### src/rtl/mcu_reset_sequencer_if.sv
// rtl/mcu_reset_sequencer_if.sv - lock/request inputs and reset/status outputs of the reset sequencer
interface mcu_reset_sequencer_if;
    logic       pll_locked;
    logic       sysresetreq;
    logic       wdt_reset_req;
    logic       cause_clr;
    logic       poresetn;
    logic       hresetn;
    logic       sys_ready;
    logic [2:0] reset_cause;
    logic [7:0] lock_lost_cnt;

    modport master (
        output pll_locked, sysresetreq, wdt_reset_req, cause_clr,
        input  poresetn, hresetn, sys_ready, reset_cause, lock_lost_cnt
    );

    modport slave (
        input  pll_locked, sysresetreq, wdt_reset_req, cause_clr,
        output poresetn, hresetn, sys_ready, reset_cause, lock_lost_cnt
    );
endinterface

### src/rtl/mcu_reset_sequencer.sv
// rtl/mcu_reset_sequencer.sv - sequences poresetn/hresetn from PLL lock, warm resets and cause tracking
module mcu_reset_sequencer #(
    parameter int LOCK_STABLE_CYCLES = 16,
    parameter int POR_TO_SYS_CYCLES  = 8,
    parameter int SYS_RST_CYCLES     = 32,
    parameter int CNT_W              = 8
) (
    input  logic                      clk,
    input  logic                      rst,
    mcu_reset_sequencer_if.slave      bus
);

    typedef enum logic [2:0] {
        HOLD     = 3'd0,
        STABLE   = 3'd1,
        POR_REL  = 3'd2,
        RUN      = 3'd3,
        WARM     = 3'd4,
        WAIT_REQ = 3'd5
    } state_t;

    localparam logic [CNT_W:0]   STABLE_LIM = (CNT_W+1)'(LOCK_STABLE_CYCLES);
    localparam logic [CNT_W-1:0] POR_LAST   = CNT_W'(POR_TO_SYS_CYCLES - 1);
    localparam logic [CNT_W-1:0] WARM_LAST  = CNT_W'(SYS_RST_CYCLES - 1);

    state_t           state_q, state_d;
    logic [CNT_W-1:0] cnt_q, cnt_d;
    logic [1:0]       sync_q;
    logic             por_q, por_d;
    logic             run_q, run_d;
    logic [2:0]       cause_q, cause_d;
    logic [7:0]       lost_q, lost_d;
    logic             lock_s;
    logic             req;
    logic             lost;
    logic [2:0]       cause_set;

    assign lock_s = sync_q[1];
    assign req    = bus.sysresetreq | bus.wdt_reset_req;

    // Registers: lock synchroniser, FSM state, counter and all registered outputs
    always_ff @(posedge clk) begin
        if (rst) begin
            sync_q  <= 2'b00;
            state_q <= HOLD;
            cnt_q   <= '0;
            por_q   <= 1'b0;
            run_q   <= 1'b0;
            cause_q <= 3'b000;
            lost_q  <= 8'd0;
        end else begin
            sync_q  <= {sync_q[0], bus.pll_locked};
            state_q <= state_d;
            cnt_q   <= cnt_d;
            por_q   <= por_d;
            run_q   <= run_d;
            cause_q <= cause_d;
            lost_q  <= lost_d;
        end
    end

    // Next state, counter, cause bits and lock-loss counting
    always_comb begin
        state_d   = state_q;
        cnt_d     = cnt_q;
        lost      = 1'b0;
        cause_set = 3'b000;
        case (state_q)
            HOLD: begin
                if (lock_s) begin
                    cnt_d   = '0;
                    // The HOLD->STABLE edge already counts as the first stable cycle
                    state_d = (LOCK_STABLE_CYCLES <= 1) ? POR_REL : STABLE;
                end
            end
            STABLE: begin
                if (!lock_s) begin
                    state_d = HOLD;
                    cnt_d   = '0;
                end else if (({1'b0, cnt_q} + (CNT_W+1)'(2)) >= STABLE_LIM) begin
                    state_d = POR_REL;
                    cnt_d   = '0;
                end else begin
                    cnt_d = cnt_q + 1'b1;
                end
            end
            POR_REL: begin
                if (!lock_s) begin
                    lost = 1'b1;
                end else if (cnt_q == POR_LAST) begin
                    state_d = RUN;
                    cnt_d   = '0;
                end else begin
                    cnt_d = cnt_q + 1'b1;
                end
            end
            RUN: begin
                cause_set[2:1] = {bus.wdt_reset_req, bus.sysresetreq};
                if (!lock_s) begin
                    lost = 1'b1;
                end else if (req) begin
                    state_d = WARM;
                    cnt_d   = '0;
                end
            end
            WARM: begin
                if (!lock_s) begin
                    lost = 1'b1;
                end else if (cnt_q == WARM_LAST) begin
                    // Requests already gone: release directly so the pulse is exactly SYS_RST_CYCLES
                    state_d = req ? WAIT_REQ : RUN;
                    cnt_d   = '0;
                end else begin
                    cnt_d = cnt_q + 1'b1;
                end
            end
            WAIT_REQ: begin
                if (!lock_s) begin
                    lost = 1'b1;
                end else if (!req) begin
                    state_d = RUN;
                end
            end
            default: begin
                state_d = HOLD;
                cnt_d   = '0;
            end
        endcase

        if (lost) begin
            state_d      = HOLD;
            cnt_d        = '0;
            cause_set[0] = 1'b1;
        end

        cause_d = (bus.cause_clr ? 3'b000 : cause_q) | cause_set;
        lost_d  = (lost && lost_q != 8'hFF) ? lost_q + 8'd1 : lost_q;
        por_d   = (state_d == POR_REL) || (state_d == RUN) ||
                  (state_d == WARM)    || (state_d == WAIT_REQ);
        run_d   = (state_d == RUN);
    end

    assign bus.poresetn      = por_q;
    assign bus.hresetn       = run_q;
    assign bus.sys_ready     = run_q;
    assign bus.reset_cause   = cause_q;
    assign bus.lock_lost_cnt = lost_q;

endmodule

### src/flat_wrapper.sv
// flat-port wrapper written by rule: the top's interface ports become plain ports
module mcu_reset_sequencer_flat 
#(
    parameter int LOCK_STABLE_CYCLES = 16,
    parameter int POR_TO_SYS_CYCLES  = 8,
    parameter int SYS_RST_CYCLES     = 32,
    parameter int CNT_W              = 8
)
  (clk, rst, bus_pll_locked, bus_sysresetreq, bus_wdt_reset_req, bus_cause_clr, bus_poresetn, bus_hresetn, bus_sys_ready, bus_reset_cause, bus_lock_lost_cnt);
  mcu_reset_sequencer_if bus_i ();
  input  logic clk;
  input  logic rst;
  input wire logic [$bits(bus_i.pll_locked)-1:0] bus_pll_locked;
  input wire logic [$bits(bus_i.sysresetreq)-1:0] bus_sysresetreq;
  input wire logic [$bits(bus_i.wdt_reset_req)-1:0] bus_wdt_reset_req;
  input wire logic [$bits(bus_i.cause_clr)-1:0] bus_cause_clr;
  output wire logic [$bits(bus_i.poresetn)-1:0] bus_poresetn;
  output wire logic [$bits(bus_i.hresetn)-1:0] bus_hresetn;
  output wire logic [$bits(bus_i.sys_ready)-1:0] bus_sys_ready;
  output wire logic [$bits(bus_i.reset_cause)-1:0] bus_reset_cause;
  output wire logic [$bits(bus_i.lock_lost_cnt)-1:0] bus_lock_lost_cnt;
  assign bus_i.pll_locked = bus_pll_locked;
  assign bus_i.sysresetreq = bus_sysresetreq;
  assign bus_i.wdt_reset_req = bus_wdt_reset_req;
  assign bus_i.cause_clr = bus_cause_clr;
  assign bus_poresetn = bus_i.poresetn;
  assign bus_hresetn = bus_i.hresetn;
  assign bus_sys_ready = bus_i.sys_ready;
  assign bus_reset_cause = bus_i.reset_cause;
  assign bus_lock_lost_cnt = bus_i.lock_lost_cnt;
  mcu_reset_sequencer #(.LOCK_STABLE_CYCLES(LOCK_STABLE_CYCLES), .POR_TO_SYS_CYCLES(POR_TO_SYS_CYCLES), .SYS_RST_CYCLES(SYS_RST_CYCLES), .CNT_W(CNT_W)) u_core (.clk(clk), .rst(rst), .bus(bus_i));
endmodule
### config.mk
export PLATFORM = sky130hd
export DESIGN_NAME = mcu_reset_sequencer_flat
export DESIGN_NICKNAME = d
export VERILOG_FILES = /design/src/rtl/mcu_reset_sequencer_if.sv /design/src/rtl/mcu_reset_sequencer.sv /design/src/flat_wrapper.sv
export SDC_FILE = /design/constraint.sdc
export NUM_CORES = 1
export LEC_CHECK = 0
export CORE_MARGIN = 1.5
export CORE_UTILIZATION = 40
export CTS_BUF_LIST = sky130_fd_sc_hd__clkbuf_8
export CTS_CLUSTER_DIAMETER = 200
export DETAILED_ROUTE_END_ITERATION = 8
export GPL_ROUTABILITY_DRIVEN = 1
export GPL_TIMING_DRIVEN = 1
export PLACE_DENSITY = 0.57
export SLEW_MARGIN = 20
export SYNTH_ARGS = -nofsm -noshare
export SYNTH_HDL_FRONTEND = slang
export SYNTH_SLANG_ARGS = --single-unit
export TNS_END_PERCENT = 100
### constraint.sdc
create_clock -name clk -period 4.9 [get_ports clk]
set_clock_uncertainty 0.2 [all_clocks]
set_input_delay 1.225 -clock clk [delete_from_list [all_inputs] [get_ports clk]]
set_output_delay 1.225 -clock clk [all_outputs]
set_load 0.01 [all_outputs]
# Word-level counts from Yosys, hierarchy flattened
# Cells that the tools add are included.
# classes
addsub	3
order_cmp	1
n_eq_ne	17
n_mux	29
bitwise_logic	3
reduce_logical	8
# ops
cell	n
8-bit 2-to-1 mux	9
8-bit case mux with 6 select lines	1
3-bit 2-to-1 mux	14
3-bit case mux with 6 select lines	1
8-bit by 1-bit adder with 8-bit output, second input constant	2
3-bit by 2-bit == test with 1-bit output, second input constant	4
3-bit == test, second input constant	4
2-bit by 1-bit inequality test with 1-bit output, second input constant	5
8-bit by 2-bit adder with 9-bit output, second input constant	1
9-bit by 5-bit >= comparator with 1-bit output, second input constant	1
8-bit by 3-bit == test with 1-bit output, second input constant	1
8-bit by 5-bit == test with 1-bit output, second input constant	1
8-bit inequality test, second input constant	1
6-bit AND reduction	1
4-bit OR reduction	1
3-bit by 1-bit == test with 1-bit output, second input constant	1
3-bit zero test	1
1-bit logical OR	3
1-bit 2-to-1 mux	3
3-bit bitwise OR	1
2-bit 2-to-1 mux	1
2-bit OR reduction	1
1-bit logical AND	1
1-bit NOT	1
1-bit bitwise OR	1
# totals
register_bits	26
in_bits	6
output_inout_bits	14
wordCells	68

# Depth between registers and ports, before layout
# depth
word_depth	10
ltp_mapped	7

# Least setup slack after synthesis
# Ideal clock, no wire load.
# synth_timing
path_kind	input to register
start	input bus_sysresetreq
end	register u_core.cnt_q[0]
setup_time_ns	0.087
t_arrival_ns	2.445
t_required_ns	4.613
path_slack_ns	2.168
path_stages	5
path_buffers	0
cell_sequence	or4b_2 > o211a_1 > nor2_1 > nand2_1 > o31ai_1
# synth_between
elab_chain_len	3
# synth_rtl
element	line	source
start: declaration	flat_wrapper.sv:14	input wire logic [$bits(bus_i.sysresetreq)-1:0] bus_sysresetreq;
1-bit bitwise OR	mcu_reset_sequencer.sv:39	assign req = bus.sysresetreq | bus.wdt_reset_req;
2-bit by 1-bit inequality test with 1-bit output (no source line)	-	
6-bit AND reduction (no source line)	-	
end signal: assignment	mcu_reset_sequencer.sv:54	cnt_q <= cnt_d;
end: declaration	mcu_reset_sequencer.sv:27	logic [CNT_W-1:0] cnt_q, cnt_d;
# No other way between the ends.
# A chain may end at the register's enable or synchronous reset.

# Worst setup path in the final report
# layout_timing
start	input rst
end	register u_core.cnt_q[3]
# layout_between
elab_chain_len	1
# layout_rtl
element	line	source
start: declaration	flat_wrapper.sv:12	input logic rst;
2-bit OR reduction (no source line)	-	
# No other way between the ends.

==> flow_summary.yaml <==
synthesis:
  synth_top_area_share_pct: 33.31
  synth_seq_cells: 26
  synthArstFlopShare_pct: 0
  synth_top_cell_by_area: "dfxtp_1"
  syn_inst: 201
  synth_edf_count: 0
  ys_warn_count: 0
  synth_seq_area_share_pct: 33.31
  syn_area_mm2: 0.001563
  syn_area_per_cell_um2: 7.775
  synthFlopType: "dfxtp_1"
  synth.distinct_cells: 49
  yosys-top-cells-area: "dfxtp_1 33%, nand2_1 6.7%, nor2_1 4.6%"
  synth_nets: 211
timing:
  slew_viol_final: 0
  relSlewSlack_pct: 38.72
  rsz0062_at_grt: "false"
  hold_viol_final: 0
  worstMarginPinSlew_ns: 0.9191
  timing.hold.ws_ns: 0.2541
  fin_crit_ns: 3.239
  setup_viol: 0
  tns_ns: 0
  period_share_pct: 66.10
  max_freq_mhz: 308.8
critical_path:
  r2r_cells: 5
  endpoint: "u_core.cnt_q[3]$_SDFFE_PP0P_"
  path_class: "input port to flop"
  start_kind: "input port"
  worstPathMaxFanout: 19
  worstPathRequired_ns: 4.85
  crit_chain: "clkdlybuf4s50_1 -> buf_4 -> inv_1 -> a22oi_1 -> nor2_1 -> a31oi_1 -> nand2_1"
  r2r-end: "u_core.cnt_q[1]$_SDFFE_PP0P_"
  worstReg2RegStart: "u_core.cnt_q[5]$_SDFFE_PP0P_"
  startpoint: "rst"
  max_stage_delay_ns: 0.76
  end_kind: "flop"
  crit_arrival_ns: 3.19
  reg2reg_slack_ns: 2.57
  crit_slowest_cell: "a22oi_1"
global_routing:
  grt_overflow: 0
  grtUsageTotal_pct: 17.95
  grt_pass1_wl_mm: 6.099
  grt_max_degree: 20
  antenna_found_initial: 0
  grt_pass1_vias: 1443
detailed_routing:
  via_per_inst: 5.723
  drt_pass1_iterations: 4
  wl_mm: 3.639
  wl_per_cell_um: 14.00
  ant_nets: 0
  drc: 0
  drt_iter0_drc: 111
  vias: 1488
finish:
  stdcell_count: 260
  syn_to_final_growth_pct: 14.73
  nFillCells: 388
  fin_nets: 224
  diodes: 0
  utilization_pct: 48.25
  final_area_mm2: 0.001793
  final_layout_size_suffix_gt1_share_pct: 5.660
placed_design:
  dp_cells: 257
  dp_hpwl_mm: 2.673
  globalplace.congestion: 0.8323
  place_area_mm2: 0.001752
  portBuffers: 19
cts:
  cts_root_buf: "clkbuf_8"
  clock_latency_ns: 0.26
  cts_sinks: 26
  clkTransAtPathRegs_ns: 0.08
  clockBufferDepth: 2
  ctsHoldBuffers: 0
  cts_buffers: 3
  cts-htree-levels: 1
  cts_setup_buffers: 0
  cts_tree: "built"
  cts-resized-gates: 0
floorplan:
  die_w_um: 65.51
  ios: 20
  die_h_um: 65.51
  initial_core_util_pct: 42.05
  core_area_mm2: 0.003716
  std_cell_rows: 22
  dieArea_mm2: 0.004291
power:
  p_leak_nw: 0.6167
  irDropWorstVdd_mv: 0.1081
  powerDensity_mw_per_mm2: 195.0
flow_run:
  drv_cap: 0
hold_path:
  hp-class: "flop to flop"
outcome:
  status: "finished, final reports clean"
registers in the layout (all words and copies together), names as in the netlist:
signal,flops
u_core.bus.reset_cause,3
u_core.bus.poresetn,1
u_core.state_q,3
u_core.bus.hresetn,1
u_core.cnt_q,8
u_core.bus.lock_lost_cnt,8
u_core.sync_q,2
through the flow:
step,setup WS [ns],total power [mW]
after floorplan,2.168,0.2281
after global placement,1.493,0.2349
after detailed placement,1.359,0.2351
after CTS,1.638,0.3542
after global routing,1.436,0.3683
final,1.661,0.3496
where the power goes:
part | total (mW) | internal, mW | switching [mW]
Combinational | 0.0162 | 0.00716 | 0.00904
Clock | 0.119 | 0.0550 | 0.0645
Sequential | 0.214 | 0.212 | 0.00188
metal layers:
metal  up-vias  GRT usage [%]  routed length, um
met5         -              0                  0
met4         0          4.948                 34
met3         4          2.740                145
met2        34          31.12               1686
met1       703          23.09               1773
li1        747              -                  -
synthesized netlist by cell type (2+ instances only):
cell type,number
a21oi_1,8
nand2b_1,3
a31oi_1,4
a32oi_1,2
nand3_1,9
nand4_1,6
o31ai_1,5
dfxtp_1,26
nor2b_1,5
a22oi_1,3
o41ai_1,2
inv_1,8
xnor2_1,4
buf_2,4
clkbuf_1,4
ha_1,4
a221oi_1,2
o21ai_0,7
a21o_1,2
or3_1,3
nor3_1,7
nor2_1,19
nand2_1,28
xor2_1,2
buf_4,3
nor3b_1,5
or2_2,3
or4_1,2
logic make-up (layout without fill, tap and decap cells):
family	count (synthesis)	after routing	synth area share, %
adder cells (fa/ha/maj)	5	5	3.843
multiplexers	1	1	0.6405
XOR/XNOR	6	6	3.363
buffers and inverters	20	31	6.325
AO/OA/AOI/OAI	46	46	21.30
AND/OR/NAND/NOR	97	97	31.23
flip-flops	26	26	33.31
how the worst min path moves through the flow:
| stage | from | to | slack (ns) | depth (start not counted) |
|---|---|---|---|---|
| final | u_core.sync_q[0]$_SDFF_PP0_ | u_core.sync_q[1]$_SDFF_PP0_ | 0.25 | 1 |
| after global routing | u_core.sync_q[0]$_SDFF_PP0_ | u_core.sync_q[1]$_SDFF_PP0_ | 0.27 | 1 |
| after CTS | u_core.sync_q[0]$_SDFF_PP0_ | u_core.sync_q[1]$_SDFF_PP0_ | 0.26 | 1 |
| after detailed placement | u_core.sync_q[0]$_SDFF_PP0_ | u_core.sync_q[1]$_SDFF_PP0_ | 0.24 | 1 |
| after global placement | u_core.sync_q[0]$_SDFF_PP0_ | u_core.sync_q[1]$_SDFF_PP0_ | 0.23 | 1 |
| after floorplan | u_core.sync_q[0]$_SDFF_PP0_ | u_core.sync_q[1]$_SDFF_PP0_ | 0.21 | 1 |
cell usage in the layout (no fill, tap or decap), drive strengths merged, types with 3 or more instances in the layout:
master,count
nand2b,3
nor2b,5
ha,4
nor3,7
or2,3
inv,8
clkdlybuf4s50,19
nand2,28
nor3b,5
or3,3
clkbuf,3
a21oi,9
nor2,19
xnor2,4
a31oi,4
dfxtp,26
nand4,6
o31ai,5
a22oi,3
o21ai,7
nand3,9
cell type report:
cell class | instances | area [um^2] | area share (%)
clock buffer | 3 | 41.29 | 2.303
multi-input combinational | 155 | 943.4 | 52.62
timing repair buffer | 20 | 197.7 | 11.03
sequential | 26 | 520.5 | 29.03
inverter | 8 | 30.03 | 1.675
tap | 48 | 60.06 | 3.350
critical path, delay by kind of cell:
family / cells / cell delay [ns]
simple gates: 2 / 0.19
compound gates: 2 / 0.98
buf+inv: 3 / 0.80
Note: power is estimated with default switching activity, not from simulation.
